File: src/rtl/lsu_pkg.sv
// Shared load/store unit definitions: width codes, FSM states, legality helpers.
// Latency: n/a (package only).
// Backpressure: n/a (package only).
package lsu_pkg;

  localparam int DEFAULT_READ_LATENCY = 2;

  // RV32I load/store width codes (funct3)
  localparam logic [2:0] F3_B  = 3'b000;
  localparam logic [2:0] F3_H  = 3'b001;
  localparam logic [2:0] F3_W  = 3'b010;
  localparam logic [2:0] F3_BU = 3'b100;
  localparam logic [2:0] F3_HU = 3'b101;

  typedef enum logic [0:0] {
    ST_IDLE   = 1'b0,
    ST_ACCESS = 1'b1
  } lsu_state_t;

  // Unsigned widths exist only for loads.
  function automatic logic funct3_legal(input logic write, input logic [2:0] f3);
    logic ok;
    case (f3)
      F3_B, F3_H, F3_W: ok = 1'b1;
      F3_BU, F3_HU:     ok = !write;
      default:          ok = 1'b0;
    endcase
    return ok;
  endfunction

  // Snap a byte offset down to the natural alignment of the access width.
  function automatic logic [1:0] align_offset(input logic [2:0] f3, input logic [1:0] off);
    logic [1:0] r;
    case (f3[1:0])
      2'b01:   r = {off[1], 1'b0};
      2'b10:   r = 2'b00;
      default: r = off;
    endcase
    return r;
  endfunction

  function automatic logic misaligned(input logic [2:0] f3, input logic [1:0] off);
    logic m;
    case (f3[1:0])
      2'b01:   m = off[0];
      2'b10:   m = (off != 2'b00);
      default: m = 1'b0;
    endcase
    return m;
  endfunction

endpackage

File: src/rtl/lsu_align.sv
// Byte-lane logic: store strobes and steering, load byte/half extraction and extension.
// Latency: purely combinational, zero cycles.
// Backpressure: none; no handshake, outputs follow inputs.
// Ports: st_* describe the store being issued (offset already aligned),
//        ld_* describe the load being completed and the raw memory word.
module lsu_align
  import lsu_pkg::*;
(
  input  logic [2:0]  st_funct3,
  input  logic [1:0]  st_offset,
  input  logic [31:0] st_wdata,
  output logic [3:0]  st_strobe,
  output logic [31:0] st_data,
  input  logic [2:0]  ld_funct3,
  input  logic [1:0]  ld_offset,
  input  logic [31:0] ld_word,
  output logic [31:0] ld_result
);

  logic [31:0] ld_shifted;
  logic [7:0]  ld_byte;
  logic [15:0] ld_half;

  always_comb begin
    st_strobe = 4'b0000;
    st_data   = 32'h0;
    case (st_funct3[1:0])
      2'b00: begin
        st_strobe = 4'b0001 << st_offset;
        st_data   = {24'h0, st_wdata[7:0]} << {st_offset, 3'b000};
      end
      2'b01: begin
        st_strobe = 4'b0011 << st_offset;
        st_data   = {16'h0, st_wdata[15:0]} << {st_offset, 3'b000};
      end
      2'b10: begin
        st_strobe = 4'b1111;
        st_data   = st_wdata;
      end
      default: begin
        st_strobe = 4'b0000;
        st_data   = 32'h0;
      end
    endcase
  end

  // Shift the addressed lane down to bit 0; halves arrive with an even offset.
  assign ld_shifted = ld_word >> {ld_offset, 3'b000};
  assign ld_byte    = ld_shifted[7:0];
  assign ld_half    = ld_shifted[15:0];

  always_comb begin
    ld_result = 32'h0;
    case (ld_funct3)
      F3_B:    ld_result = {{24{ld_byte[7]}}, ld_byte};
      F3_H:    ld_result = {{16{ld_half[15]}}, ld_half};
      F3_W:    ld_result = ld_word;
      F3_BU:   ld_result = {24'h0, ld_byte};
      F3_HU:   ld_result = {16'h0, ld_half};
      default: ld_result = 32'h0;
    endcase
  end

endmodule

File: src/rtl/load_store_unit.sv
// Single-outstanding RV32I load/store unit between the core and memory control.
// Latency: store/error respond 1 cycle after accept, loads READ_LATENCY+1 cycles after accept.
// Backpressure: req_ready only in IDLE; it rises with resp_valid so back-to-back issue has no gap.
// Option: define MISALIGNED_TRAP_EN to reject misaligned H/W accesses instead of truncating them.
// Ports: req_* core request, resp_* one-cycle completion, mem_* memory-control side.
module load_store_unit
  import lsu_pkg::*;
#(
  parameter int READ_LATENCY = DEFAULT_READ_LATENCY
) (
  input  logic        clk,
  input  logic        reset,
  input  logic        req_valid,
  output logic        req_ready,
  input  logic        req_write,
  input  logic [2:0]  req_funct3,
  input  logic [31:0] req_address,
  input  logic [31:0] req_wdata,
  output logic        resp_valid,
  output logic [31:0] resp_rdata,
  output logic        resp_error,
  output logic [3:0]  mem_write_enable,
  output logic [31:0] mem_address,
  output logic [31:0] mem_data_in,
  input  logic [31:0] mem_data_out
);

  localparam int CW = (READ_LATENCY >= 1) ? $clog2(READ_LATENCY + 1) : 1;

  lsu_state_t  state, state_next;
  logic [CW-1:0] cnt;
  logic        accept, done;

  logic        acc_write, acc_err;
  logic [2:0]  acc_funct3;
  logic [1:0]  acc_offset;

  logic        req_err;
  logic [1:0]  req_offset;
  logic [3:0]  st_strobe;
  logic [31:0] st_data;
  logic [31:0] ld_result;

  assign req_offset = align_offset(req_funct3, req_address[1:0]);

`ifdef MISALIGNED_TRAP_EN
  assign req_err = !funct3_legal(req_write, req_funct3) ||
                   misaligned(req_funct3, req_address[1:0]);
`else
  assign req_err = !funct3_legal(req_write, req_funct3);
`endif

  lsu_align u_align (
    .st_funct3 (req_funct3),
    .st_offset (req_offset),
    .st_wdata  (req_wdata),
    .st_strobe (st_strobe),
    .st_data   (st_data),
    .ld_funct3 (acc_funct3),
    .ld_offset (acc_offset),
    .ld_word   (mem_data_out),
    .ld_result (ld_result)
  );

  always_ff @(posedge clk) begin
    if (reset) state <= ST_IDLE;
    else       state <= state_next;
  end

  always_comb begin
    state_next = state;
    accept     = 1'b0;
    done       = 1'b0;
    req_ready  = 1'b0;
    case (state)
      ST_IDLE: begin
        req_ready = 1'b1;
        if (req_valid) begin
          accept     = 1'b1;
          state_next = ST_ACCESS;
        end
      end
      ST_ACCESS: begin
        if (cnt == '0) begin
          done       = 1'b1;
          state_next = ST_IDLE;
        end
      end
      default: state_next = ST_IDLE;
    endcase
  end

  always_ff @(posedge clk) begin
    if (reset) begin
      cnt              <= '0;
      acc_write        <= 1'b0;
      acc_err          <= 1'b0;
      acc_funct3       <= 3'b000;
      acc_offset       <= 2'b00;
      resp_valid       <= 1'b0;
      resp_rdata       <= 32'h0;
      resp_error       <= 1'b0;
      mem_write_enable <= 4'b0000;
      mem_address      <= 32'h0;
      mem_data_in      <= 32'h0;
    end else begin
      // Strobes and response fields are single-cycle pulses.
      resp_valid       <= 1'b0;
      resp_rdata       <= 32'h0;
      resp_error       <= 1'b0;
      mem_write_enable <= 4'b0000;

      if (accept) begin
        mem_address      <= {req_address[31:2], 2'b00};
        mem_data_in      <= st_data;
        mem_write_enable <= (req_write && !req_err) ? st_strobe : 4'b0000;
        acc_write        <= req_write;
        acc_err          <= req_err;
        acc_funct3       <= req_funct3;
        acc_offset       <= req_offset;
        // Only legal loads wait on the memory pipeline.
        cnt              <= (req_write || req_err) ? '0 : CW'(READ_LATENCY);
      end else if (state == ST_ACCESS && cnt != '0) begin
        cnt <= cnt - CW'(1);
      end

      if (done) begin
        resp_valid <= 1'b1;
        resp_error <= acc_err;
        resp_rdata <= (acc_write || acc_err) ? 32'h0 : ld_result;
      end
    end
  end

endmodule

File: config.mk
export PLATFORM = sky130hd
export DESIGN_NAME = load_store_unit
export DESIGN_NICKNAME = d
export VERILOG_FILES = /design/src/rtl/lsu_pkg.sv /design/src/rtl/lsu_align.sv /design/src/rtl/load_store_unit.sv
export SDC_FILE = /design/constraint.sdc
export NUM_CORES = 1
export LEC_CHECK = 0
export ABC_AREA = 1
export BUFFER_PORTS_ARGS = -buffer_cell sky130_fd_sc_hd__buf_2
export CORE_MARGIN = 5
export CORE_UTILIZATION = 49
export DETAILED_ROUTE_END_ITERATION = 10
export GPL_ROUTABILITY_DRIVEN = 0
export GPL_TIMING_DRIVEN = 0
export PLACE_DENSITY = 0.85
export SETUP_SLACK_MARGIN = 0.5
export SLEW_MARGIN = 25
export SYNTH_ARGS = -nofsm -noshare
export SYNTH_HDL_FRONTEND = slang
export SYNTH_SLANG_ARGS = --single-unit
File: constraint.sdc
create_clock -name clk -period 1.6 [get_ports clk]
set_input_delay 0.16 -clock clk [delete_from_list [all_inputs] [get_ports clk]]
set_output_delay 0.16 -clock clk [all_outputs]
set_load 0.05 [all_outputs]
==> reports/qor.yml <==
grt:
  antenna_found_initial: 0
  grt_pass1_vias: 5600
  grt.total_usage_pct: 25.3
  grt_max_degree: 21
  grt_pass1_wl_mm: 26.7
  grt_remaining_overflow: 0
cts:
  cts_tree: "built"
  h-tree-depth: 3
  clock_latency_ps: 380
  numCtsBuffers: 9
  root_buffer: "clkbuf_8"
  clockBufferDepth: 2
  clk_pin_slew_ps: 120
  cts_sinks: 110
power_and_ir_drop:
  power_density_nw_per_um2: 831
  p_seq_share_pct: 42.6
  power.internal_uw: 4390
  peakVddDrop_mv: 0.496
  netSwitchingPower_uw: 2590
  leakage_uw: 0.00424
  pwr-share-clk_pct: 24.3
  p_sw_share_pct: 37.1
  finalPower_uw: 6980
  combPwrFrac_pct: 33.1
critical_path:
  start_kind: "flop"
  cp-end-kind: "flop"
  worstPathMaxFanout: 8
  worstRegToRegCells: 9
  required_ps: 1920
  arrival_ps: 1650
  crit_type: "flop to flop"
  r2r_start: "acc_offset[1]$_SDFFE_PP0P_"
  r2r-end: "resp_rdata[17]$_SDFF_PP0_"
  r2r_setup_slack_ps: 270
route:
  wl_mm: 19.1
  dr.pass1.iters: 5
  via_count: 6186
  vias_per_cell: 5.37
  detail-route-antenna-nets: 0
  wl_per_cell_um: 16.6
  drt_iter0_markers: 465
  drc: 0
layout:
  drive_above_1_share_pct: 48.3
  area_delta_synth_final_pct: 58.0
  num_antenna_cells: 0
  nets: 1115
sta:
  setup_viol: 0
  final.setup_skew_ps: 12.6
  fin_setup_tns_ps: 0
  whs_ps: 16.3
  rsz0062_at_grt: "yes"
  slew_headroom_pct: 49.3
  fin_crit_ps: 1330
  fmax_mhz: 753
  fin_crit_sh_pct: 83.0
  drv_slew: 0
  tightest_slew_ps: 760
  hold_viol: 0
synth:
  async_reset_ff_share_pct: 0
  syn_inst: 758
  syn-cell-area_um2: 5320
  synthTopCellsByArea: "dfxtp_1 41%, nand2_1 16%, nor2_1 6.2%, nand3_1 5.7%, o21ai_0 5.7%"
  synth_seq_cells: 110
  yosys-top-cells-count: "233 x nand2_1, 110 x dfxtp_1, 88 x nor2_1, 61 x nand3_1, 61 x o21ai_0"
  ys_seq_area_share_pct: 41.4
  avgSynthCellArea_um2: 7.01
  synth_most_common_cell: "nand2_1"
  yosysUniqueCellTypes: 35
  yosys_warnings: 0
  synth_edf_count: 0
  synthFlopType: "dfxtp_1"
  synth_top_cell_by_area: "dfxtp_1"
  yosysTopAreaCellShare_pct: 41.4
min_path:
  min_path_cells: 3
  hp-class: "input port to flop"
  hold_end: "mem_address[24]$_SDFFE_PP0P_"
  hp-start: "req_address[24]"
floorplanning:
  fp.coreArea_um2: 10700
  floorplan.initialDensity_pct: 49.5
  num_rows: 38
  dieArea_um2: 13000
  die_w_um: 114
  io_pins: 206
  fp.dieH_um: 114
placed_design:
  port_buffers: 203
  dp_hpwl_mm: 12.5
job:
  cap_violations: 0
run_status:
  status: "completed"
## kinds of logic after synthesis
family / count (synthesis) / share of synthesized area (%)
other cells: 1 / 0.0706
buf+inv: 99 / 9.68
compound gates: 131 / 13.4
simple gates: 412 / 34.3
flops: 110 / 41.4
fa+ha+maj: 5 / 1.18
## cells in the final DEF, fill, tap and decap left out, types with 8 or more instances in the layout
master,n
clkbuf_8,9
o21ai_1,22
buf_12,9
inv_2,8
a21oi_1,13
o21ai_2,11
nand2_1,204
inv_4,9
dfxtp_2,44
buf_6,91
nand3_1,47
a21oi_2,38
buf_4,58
buf_2,105
dfxtp_1,64
nand2_4,29
nand3_2,19
nor2_1,84
o21ai_0,38
buf_8,8
inv_1,32
## worst max path at each step
stage / start / to / slack (ps)
3_3_place_gp: req_funct3[0] / mem_write_enable[1]$_SDFF_PP0_ / -30
2_1_floorplan: req_funct3[1] / mem_data_in[0]$_SDFFE_PP0P_ / 310
6_report: acc_offset[1]$_SDFFE_PP0P_ / resp_rdata[17]$_SDFF_PP0_ / 270
3_5_place_dp: req_funct3[0] / mem_write_enable[0]$_SDFF_PP0_ / -50
4_1_cts: acc_offset[0]$_SDFFE_PP0P_ / resp_rdata[21]$_SDFF_PP0_ / 320
5_1_grt: acc_offset[0]$_SDFFE_PP0P_ / resp_rdata[17]$_SDFF_PP0_ / 170
## metal layers
layer  track usage, %  routed length [um]  vias to the layer above
met2             44.2                9550                      366
met3             6.24                1830                       88
li1                 -                   -                     2919
met1             29.4                6810                     2813
met5                0                   0                        -
met4             10.5                 945                        0
## what timing repair did
action                                  in CTS  in global routing
setup buffers                               17                  9
gates cloned                                 6                  2
endpoints found under the setup margin     199                172
hold buffers                                 0                  0
pin swaps                                   36                 51
resized for setup                          209                242
## sequential cells by signal, summed over array words and instances, names as in the netlist
signal	count
state	1
resp_error	1
mem_data_in	32
mem_write_enable	4
acc_write	1
mem_address	30
acc_funct3	3
resp_rdata	32
acc_err	1
resp_valid	1
acc_offset	2
cnt	2
## final cells by class
type,instances,area [um^2]
Buffer,47,474
Clock buffer,10,128
Clock inverter,6,62.6
Fill cell,720,2350
Inverter,52,238
Multi-Input combinational cell,550,3140
Sequential cell,110,2260
Tap cell,140,175
Timing Repair Buffer,237,1910
## power by group through the flow
stage | Clock (uW) | Sequential, uW | Combinational (uW)
after detailed placement | 0 | 3000 | 1730
after global placement | 0 | 2990 | 1710
after global routing | 1830 | 2990 | 2460
after CTS | 1710 | 2940 | 1990
after floorplan | 0 | 3400 | 846
final | 1690 | 2970 | 2310
## through the flow
stage	std cells	setup slack, ps	area [um^2]	util, %
floorplan	759	314	5410	-
global placement	1102	-28.5	6600	61.4
detailed placement	1102	-47.4	6600	61.4
CTS	1141	323	7570	70.4
global route	1152	174	8400	78.2
finish	1152	272	8400	78.2
## critical path, stage by stage, from the launching register on
cell	delay, ps
dfxtp_1	320
buf_6	120
inv_4	80
o21ai_2	60
o21ai_2	210
nand2_4	110
buf_4	170
nand3_1	110
nand2_1	70
inv_1	40
(Power assumes the default switching activity.)
